`config.mk`:
```
export PLATFORM = sky130hd
export DESIGN_NAME = keypad_controller
export DESIGN_NICKNAME = d
export VERILOG_FILES = /design/src/rtl/keypad_controller.sv
export SDC_FILE = /design/constraint.sdc
export NUM_CORES = 1
export LEC_CHECK = 0
export CAP_MARGIN = 20
export CORE_MARGIN = 4
export CORE_UTILIZATION = 62
export DETAILED_ROUTE_END_ITERATION = 12
export PLACE_DENSITY = 0.84
export SYNTH_ARGS = -nofsm -noshare
export SYNTH_HDL_FRONTEND = slang
export SYNTH_SLANG_ARGS = --single-unit
```
`constraint.sdc`:
```
create_clock -name clk -period 7.3 [get_ports clk]
set_clock_uncertainty 0.1 [all_clocks]
set_input_delay 2.19 -clock clk [delete_from_list [all_inputs] [get_ports clk]]
set_output_delay 2.19 -clock clk [all_outputs]
set_load 0.05 [all_outputs]
```
`src/rtl/keypad_controller.sv`:
```
// Keypad front end: scan-column divider, press/release debouncer and a
// first-word fall-through keystroke FIFO with a sticky overflow flag.
module keypad_controller #(
  parameter int SCAN_DIV        = 1000,
  parameter int DEBOUNCE_CYCLES = 16,
  parameter int FIFO_DEPTH      = 4,
  parameter int AW              = 2
) (
  input  logic       clk,
  input  logic       rst_n,
  output logic       scan_en,
  input  logic [7:0] key_code,
  input  logic       rd_en,
  output logic [7:0] rd_data,
  output logic       valid,
  output logic       full,
  output logic       overflow,
  input  logic       clr_ovf
);

  localparam int DW = (SCAN_DIV > 1) ? $clog2(SCAN_DIV) : 1;
  localparam int CW = $clog2(DEBOUNCE_CYCLES);
  localparam logic [DW-1:0] DIV_MAX = DW'(SCAN_DIV - 1);
  localparam logic [CW-1:0] CNT_MAX = CW'(DEBOUNCE_CYCLES - 1);
  localparam logic [AW:0]   DEPTH_C = (AW + 1)'(FIFO_DEPTH);

  typedef enum logic [1:0] {
    S_IDLE,
    S_PRESS_DB,
    S_HELD,
    S_REL_DB
  } state_t;

  // ---------------------------------------------------------------- divider
  logic [DW-1:0] div_cnt;

  // NOTE: sequential state is always assigned with <= so every flop samples
  // the pre-edge values of its neighbours, independent of process order.
  always_ff @(posedge clk or negedge rst_n) begin
    if (!rst_n)                div_cnt <= '0;
    else if (div_cnt == DIV_MAX) div_cnt <= '0;
    else                       div_cnt <= div_cnt + DW'(1);
  end

  assign scan_en = (div_cnt == DIV_MAX);

  // -------------------------------------------------------------- debouncer
  state_t        state_q, state_d;
  logic [7:0]    cand_q, cand_d;
  logic [CW-1:0] cnt_q, cnt_d;
  logic          push_req;

  always_ff @(posedge clk or negedge rst_n) begin
    if (!rst_n) begin
      state_q <= S_IDLE;
      cand_q  <= '0;
      cnt_q   <= '0;
    end else begin
      state_q <= state_d;
      cand_q  <= cand_d;
      cnt_q   <= cnt_d;
    end
  end

  // NOTE: every output of this block gets a default first, so no path can
  // leave a signal unassigned and infer a latch.
  always_comb begin
    state_d  = state_q;
    cand_d   = cand_q;
    cnt_d    = cnt_q;
    push_req = 1'b0;
    unique case (state_q)
      S_IDLE: begin
        if (key_code != 8'd0) begin
          cand_d  = key_code;
          cnt_d   = '0;
          state_d = S_PRESS_DB;
        end
      end
      S_PRESS_DB: begin
        if (key_code != cand_q) begin
          state_d = S_IDLE;
        end else if (cnt_q == CNT_MAX) begin
          push_req = 1'b1;
          state_d  = S_HELD;
        end else begin
          cnt_d = cnt_q + CW'(1);
        end
      end
      S_HELD: begin
        // A different nonzero code while held is rollover and is ignored.
        if (key_code == 8'd0) begin
          cnt_d   = '0;
          state_d = S_REL_DB;
        end
      end
      S_REL_DB: begin
        if (key_code != 8'd0) begin
          state_d = S_HELD;
        end else if (cnt_q == CNT_MAX) begin
          state_d = S_IDLE;
        end else begin
          cnt_d = cnt_q + CW'(1);
        end
      end
      default: state_d = S_IDLE;
    endcase
  end

  // ------------------------------------------------------------------- FIFO
  logic [7:0]    mem [FIFO_DEPTH];
  logic [AW-1:0] wr_ptr, rd_ptr;
  logic [AW:0]   count;
  logic          do_pop, do_push, drop;

  assign valid   = (count != '0);
  assign full    = (count == DEPTH_C);
  assign do_pop  = rd_en && valid;
  // A same-cycle pop frees the slot, so a push into a full queue still lands.
  assign do_push = push_req && (!full || do_pop);
  assign drop    = push_req && full && !do_pop;
  assign rd_data = valid ? mem[rd_ptr] : 8'd0;

  // NOTE: the storage array has no reset; valid gates rd_data, so stale
  // contents are never visible and the array can map to plain RAM.
  always_ff @(posedge clk) begin
    if (do_push) mem[wr_ptr] <= cand_q;
  end

  always_ff @(posedge clk or negedge rst_n) begin
    if (!rst_n) begin
      wr_ptr <= '0;
      rd_ptr <= '0;
      count  <= '0;
    end else begin
      if (do_push) wr_ptr <= wr_ptr + AW'(1);
      if (do_pop)  rd_ptr <= rd_ptr + AW'(1);
      if (do_push && !do_pop)      count <= count + (AW + 1)'(1);
      else if (do_pop && !do_push) count <= count - (AW + 1)'(1);
    end
  end

  // Set has priority over clear when both happen in one cycle.
  always_ff @(posedge clk or negedge rst_n) begin
    if (!rst_n)       overflow <= 1'b0;
    else if (drop)    overflow <= 1'b1;
    else if (clr_ovf) overflow <= 1'b0;
  end

endmodule

```
* Word level (Yosys, flattened, before mapping)
Memories as Yosys holds them, arrays and structs flattened. Index checks and enable logic that the tools add are counted.
Operators by class: $add $sub $neg 6, equality and inequality tests 13, muxes and demuxes 24, reductions and logical operators 19
Operators by type and width (number):
- $mux W4 | 5
- $pmux W4 S4 | 1
- $mux W2 | 6
- $add A10 B1 Y10 const B | 1
- $eq A10 B10 Y1 const B | 1
- $mux W10 | 1
- $logic_not A8 Y1 | 1
- $mux W8 | 1
- $ne A2 B2 Y1 const B | 4
- $ne A8 B8 Y1 | 1
- $pmux W2 S4 | 1
- $reduce_and A4 Y1 | 2
- $reduce_bool A8 Y1 | 1
- $mux W1 | 7
- $logic_and A1 B1 Y1 | 6
- $mux W3 | 2
- $ne A3 B3 Y1 const B | 2
- $add A2 B1 Y2 const B | 2
- $add A4 B1 Y4 const B | 1
- $eq A2 B2 Y1 const B | 2
- $eq A4 B4 Y1 const B | 1
- $reduce_bool A2 Y1 | 2
- $add A3 B1 Y3 const B | 1
- $eq A3 B3 Y1 const B | 1
- 7 further kinds | 9
Storage, ports and cells: flip-flop bits (word level) 32, memory bits (writable) 32, input port bits 12, output and inout bits 12, word-level logic and storage cells 71, memories kept 1
Memories:
- mem | depth 4, width 8, rd ports 1, clocked after memory_dff 0, wr ports 1, line 111 | logic [7:0] mem [FIFO_DEPTH];

* Depth between registers and ports, before layout
Gate-level depths: netlist (run 1).
depth after elaboration 9, mapped depth 10, depth with buffers taken out 10

* Least setup slack after synthesis (run 1)
No wires, ideal clock.
path kind flip-flop to output port, start point reg div_cnt[0], end point out scan_en, arrival 2.096 ns, data required time 5.010 ns, slack 2.914 ns, cell stages (with the launch flop) 4, path buffers 0, path through dfrtp_1 -> ha_1 -> nand4b_1 -> nor3_1
Between the ends: longest elaborated chain between the ends 1
RTL lines:
- start: declaration | line 35 | logic [DW-1:0] div_cnt;
- start signal: assignment | line 42 | else div_cnt <= div_cnt + DW'(1);
- $eq A10 B10 Y1 | line 45 | assign scan_en = (div_cnt == DIV_MAX);
- end: declaration | line 11 | output logic scan_en,
No other way between the ends.

* Final worst setup path (run 1)
Ends and elaborated chain as after synthesis.

==> results by group, run 1 <==
Timing
  – Min Hold Slack: ~390 ps
  – Fmax: 0.197 GHz
  – RSZ-0062 raised after global routing: no
  – Setup Viol. Count Final: 0
  – Final worst path period need: approximately 5100 ps
  – Rel. slew slack: 0.413
  – Worst-Margin Slew: a little under 900 ps
  – Setup TNS: 0 ps
  – Max-slew violations: 0
  – Final worst slack: 2230 ps
  – Fin crit share: 0.694
  – Final Hold Fails: 0

Route
  – DRC violations left: 0
  – Final wirelength: 5100 um
  – Vias per std cell: 5.81
  – DR pass1 iterations: 4
  – Vias: 1796
  – Antenna viol nets, final: 0
  – Detailed Route Iter0 Violations: 111
  – WL/cell: 16.5 um

Synth
  – Synth Warn #: 0
  – Xor/xnor share of the synthesized area: 0.0598
  – Synthesized area per cell: 13.3 um^2
  – Largest family of logic cells by synthesized area: simple AND/OR/NAND/NOR gates
  – Post-synth EDFFs: 32
  – Syn nets: ~240
  – Sequential share of the synthesized area: 0.601
  – Adder-Cell Fraction of Synth Area: 0.0367
  – Post-synthesis cell area: between 2000 and 3000 um^2
  – Async S/R FF share, synth: 0.500
  – Largest cells by area after synthesis: edfxtp_1 33%, dfrtp_1 27%, mux4_2 6.2%
  – #FFs+latches synth: 64
  – Share of the synthesized area in the top cell type: 0.328
  – Distinct cell type count after synthesis: between 40 and 50
  – Primary FF master, synth: edfxtp_1
  – Post-Syn Instances: 221
  – Yosys top cell by area: edfxtp_1
  – Simple-gate area share of the yosys netlist: 0.165
  – Mux share of post-synthesis cell area: 0.0769
  – Synth Area in Compound Gates: 0.0419
  – Synth cell count leaders: 32 x dfrtp_1, 32 x edfxtp_1, 28 x nand2_1, 14 x and2_1, 14 x xor2_1

Power
  – Peak ir drop on the vdd network: 0.186 mV
  – Pwr per Cell Area: between 200 and 250 nW/um^2
  – Lkg Pwr: 1.33 nW
  – Power Total: 0.796 mW

Global route
  – First-pass GRT wire length: 8560 um
  – Grt ovf: 0
  – Vias in the first global route: about 1700
  – Largest net degree at the start of global routing: 33
  – Overall Global Routing Usage: 0.195
  – Initial antenna violation count: 0

Placement
  – Placed Instance Area: between 3000 and 4000 um^2
  – HPWL after detailed placement: approximately 3600 um
  – Place WS: 2240 ps
  – Routability cong.: 0.796
  – Inst Count DP: 293
  – Port Buf Inserts: 23

Final layout
  – Non-filler cells, final: between 300 and 400
  – Area Overhead vs Synth: 16.1%
  – Core Util, Final: 0.760
  – Share of cells above drive strength 1: 0.144
  – Nets: 272
  – Ant. Diodes: 0
  – Post-Layout Inst Area: 3400 um^2

Clock network
  – CTS Buf Count: 9
  – Post-CTS Resized: 0
  – CTS tree: built
  – CTS root buffer: clkbuf_8
  – Post-CTS Repair Setup Buffers: 0
  – Hold_buf cts: 0
  – Later-pin clock latency in the skew report: around 340 ps
  – Num Clock Sinks: 64
  – H-tree level count: 3
  – CTS Buffer Depth: 2
  – Clock-pin slew on the worst setup and hold paths: 70 ps

Flow run
  – Maxcap violations: 0

Setup path
  – Worst path cell trace: ha_1 -> nand4b_1 -> nor3_1 -> clkdlybuf4s50_1
  – Critical path arrival: 2780 ps
  – Flop2flop setup slack: 4440 ps
  – Crit path kind: register to output pin
  – Setup crit start kind: register
  – Crit-path slowest cell: clkdlybuf4s50_1
  – CP Max Fanout: 8
  – Buf/Inv on CP: 1
  – Critical Path End Type: output pin
  – CP delay by family, top: buffers and inverters
  – Req. time, crit path: 5010 ps
  – Slowest cell delay on critical path: between 900 and 1000 ps

Floorplan
  – Starting Density: 0.655
  – Die Y: 76.7 um
  – Ports: 24
  – Placeable Area: 4470 um^2
  – Die X: 76.7 um
  – Row count: 24
  – Die area: 5890 um^2

Status
  – Status: completed

Min path
  – Hold Crit Class: register to register
-- registers in the layout, summed over array words and instances, names as in the netlist --
| register | flops |
|---|---|
| count | 3 |
| div_cnt | 10 |
| overflow | 1 |
| rd_ptr | 2 |
| wr_ptr | 2 |
| cnt_q | 4 |
| mem | 32 |
| cand_q | 8 |
| state_q | 2 |
-- path summary, 6_finish.rpt --
check                             endpoint  cells after the start        from
worst max-delay path               scan_en                      4  div_cnt[0]
worst max register to register    count[2]                     10   cand_q[4]
max in group asynchronous        cand_q[2]                      2       rst_n
worst min-delay path            div_cnt[0]                      1  div_cnt[0]
worst min register to register  div_cnt[0]                      1  div_cnt[0]
min in group asynchronous       div_cnt[6]                      2       rst_n
-- cell families after synthesis --
group,Yosys count
AO/OA/AOI/OAI,16
XOR/XNOR,20
adder cells (fa/ha/maj),8
buffers and inverters,13
flip-flops,64
multiplexers,11
AND/OR/NAND/NOR,89
-- routing by layer --
metal | global-route usage | routed length (um) | vias up
met3 | 0.0550 | 263 | 10
met5 | 0 | 0 | -
met4 | 0.0924 | 103 | 0
li1 | - | - | 854
met2 | 0.321 | 2490 | 47
met1 | 0.240 | 2250 | 885
-- where the power goes --
group / internal (mW) / switching (mW)
clock network: 0.156 / 0.129
logic: 0.0323 / 0.0428
registers: 0.408 / 0.0283
-- worst reg2reg max path, cell delays in order (launching register included) --
cell	delay [ps]
dfrtp_1	460
xor2_1	200
nor4_2	360
nand3_2	200
nor3_2	370
ha_1	250
inv_1	60
fa_1	370
xor2_1	150
nor2_1	110
xor2_1	150
-- final cells by class --
class | count | area [um^2]
flip-flops and latches | 64 | 1760
multi-input cells | 144 | 1110
fillers | 294 | 1070
repair buffers | 24 | 238
clock buffers | 10 | 128
well taps | 52 | 65.1
clock inverters | 6 | 60.1
inverters | 9 | 36.3
-- placed cells by master (no fill, tap or decap), types with 6 or more instances in the layout --
cell             instances
xnor2_1                  6
ha_1                     7
edfxtp_1                32
inv_1                    8
nand3_1                  6
mux4_2                   8
nor2_1                  12
dfrtp_1                 32
and2_1                  14
nand2_1                 28
xor2_1                  14
clkdlybuf4s50_1         23
clkbuf_8                 9
No activity file was read; power rests on OpenSTA's default activity.
==> run 2, diff against run 1 <==
Settings changed: CORE_UTILIZATION 62 to 57, PLACE_DENSITY 0.84 to 0.78.
Clock period 7.3 ns to 5.2 ns, I/O delays scaled along.
==> results by group, run 2 (synthesis results as in run 1) <==
Setup path
  – Req. time, crit path: 3540 ps (-1470 ps)
  – Critical Path End Type: output pin
  – CP Max Fanout: 10 (+2)
  – Flop2flop setup slack: 2370 ps (-2070 ps)
  – R2R depth: 10 (unchanged)
  – Worst r2r src: cand_q[6]
  – Setup crit start kind: register
  – Worst path cell trace: mux4_2 -> and2_1 -> clkdlybuf4s50_1
  – Crit-path slowest cell: dfrtp_1
  – Crit path kind: register to output pin
  – Worst setup path start: rd_ptr[0]
  – Slowest cell delay on critical path: 710 ps (-240 ps)
  – Critical path arrival: 2500 ps (-280 ps)
  – Worst R2R End: count[2]

Clock network
  – CTS root buffer: clkbuf_8
  – CTS Buf Count: 9 (unchanged)
  – CTS tree: built
  – Post-CTS Resized: 0 (unchanged)
  – Post-CTS Repair Setup Buffers: 0 (unchanged)
  – CTS Buffer Depth: 2 (unchanged)
  – Clock-pin slew on the worst setup and hold paths: 60 ps (about the same)
  – Num Clock Sinks: 64 (unchanged)
  – Hold_buf cts: 0 (unchanged)
  – H-tree level count: 3 (unchanged)
  – Later-pin clock latency in the skew report: 340 ps (about the same)

Power
  – Power Total: 1.07 mW (+35%)
  – Lkg Pwr: 1.32 nW (-0.81%)
  – Pwr per Cell Area: 315 nW/um^2 (+35%)
  – Peak ir drop on the vdd network: 0.252 mV (+35%)

Route
  – DRC violations left: 0 (unchanged)
  – Vias: 1789 (-0.39%)
  – Detailed Route Iter0 Violations: 132 (+19%)
  – DR pass1 iterations: 4 (unchanged)
  – WL/cell: 15.2 um (-8.2%)
  – Final wirelength: 4930 um (-3.5%)
  – Antenna viol nets, final: 0 (unchanged)
  – Vias per std cell: 5.50 (-5.3%)

Min path
  – Worst Hold Depth: 1 (unchanged)
  – Worst Hold Launch: count[2]
  – Worst Hold Path EP: count[2]
  – Hold Crit Class: register to register

Floorplan
  – Starting Density: 0.604 (-0.0505)
  – Die X: 79.7 um (+3.8%)
  – Placeable Area: 4850 um^2 (+8.4%)
  – Die area: 6350 um^2 (+7.8%)
  – Die Y: 79.7 um (+3.8%)
  – Row count: 25 (+4.2%)
  – Ports: 24 (unchanged)

Timing
  – Setup TNS: 0 ps (unchanged)
  – Fin crit share: 0.800
  – Final worst slack: 1040 ps (-1190 ps)
  – Rel. slew slack: 0.618 (+0.205)
  – Final Hold Fails: 0 (unchanged)
  – Min Hold Slack: 384 ps (-2.62 ps)
  – RSZ-0062 raised after global routing: no
  – Max-slew violations: 0 (unchanged)
  – Worst-Margin Slew: 573 ps (-301 ps)
  – Final worst path period need: 4160 ps
  – Setup Viol. Count Final: 0 (unchanged)
  – Fmax: 0.240 GHz

Final layout
  – Non-filler cells, final: 325 (+5.2%)
  – Top Registers: mem: 32 flops, div_cnt: 10 flops, cand_q: 8 flops
  – Ant. Diodes: 0 (unchanged)
  – Post-Layout Inst Area: 3400 um^2 (about the same)
  – Max FFs per register: 32 (unchanged)
  – Area Overhead vs Synth: 16.2% (about the same)
  – Most frequent cells in the layout: 32 x dfrtp_1, 32 x edfxtp_1, 28 x nand2_1
  – Reg with most FFs: mem
  – Share of cells above drive strength 1: 0.143 (-0.000558)
  – Nets: 273 (+0.37%)
  – Core Util, Final: 0.702 (-0.0582)

Flow run
  – Maxcap violations: 0 (unchanged)

Status
  – Status: completed

Global route
  – Grt ovf: 0 (unchanged)
  – Busiest metal layer after global routing: met2
  – Met2 Resource Use GR: 0.280 (-0.0401)
  – Overall Global Routing Usage: 0.183 (-0.0126)
  – First-pass GRT wire length: 8510 um (-0.64%)
  – Largest net degree at the start of global routing: 33 (unchanged)
  – M1 GR Usage: 0.241 (+0.00127)
  – Initial antenna violation count: 0 (unchanged)
  – Global Route met3 Usage: 0.0474 (-0.00763)
  – Vias in the first global route: 1778 (+2.9%)

Placement
  – HPWL after detailed placement: 3300 um (-9.0%)
  – Routability cong.: 0.780 (-2.0%)
  – Port Buf Inserts: 23 (unchanged)
  – Place WS: 825 ps (-1410 ps)
  – Placed Instance Area: 3240 um^2 (+0.82%)
  – Inst Count DP: 309 (+5.5%)
[run 2: critical path: cells and delay by family (launching register included)]
| kind | cells | cell delay (ps) |
|---|---|---|
| AND/OR/NAND/NOR | 1 | 180 |
| multiplexers | 1 | 580 |
| buffers and inverters | 1 | 690 |
| flip-flops | 1 | 710 |
[run 2: layout make-up]
type                       instances  area [um^2]
multi-input combinational        144         1110
inverter                           9         36.3
timing repair buffer              25          245
clock inverter                     6         36.3
clock buffer                      10          128
sequential                        64         1760
fill                             331         1440
tap                               67         83.8
[run 2: worst max path at each step]
stage | slack, ps | endpoint | cells past startpoint
2_1_floorplan | 1440 | scan_en | 3
3_3_place_gp | 890 | count[2] | 11
3_5_place_dp | 830 | count[2] | 11
4_1_cts | 970 | rd_data[7] | 3
5_1_grt | 880 | rd_data[3] | 3
6_report | 1040 | rd_data[7] | 3
[run 2: report_power, final]
part	switching [mW]	internal, mW
Clock	0.185	0.169
Combinational	0.0586	0.0453
Sequential	0.0402	0.573
[run 2: layer usage]
metal,vias up,wire [um]
li1,854,-
met1,877,2250
met2,51,2310
met3,7,294
met4,0,74
met5,-,0
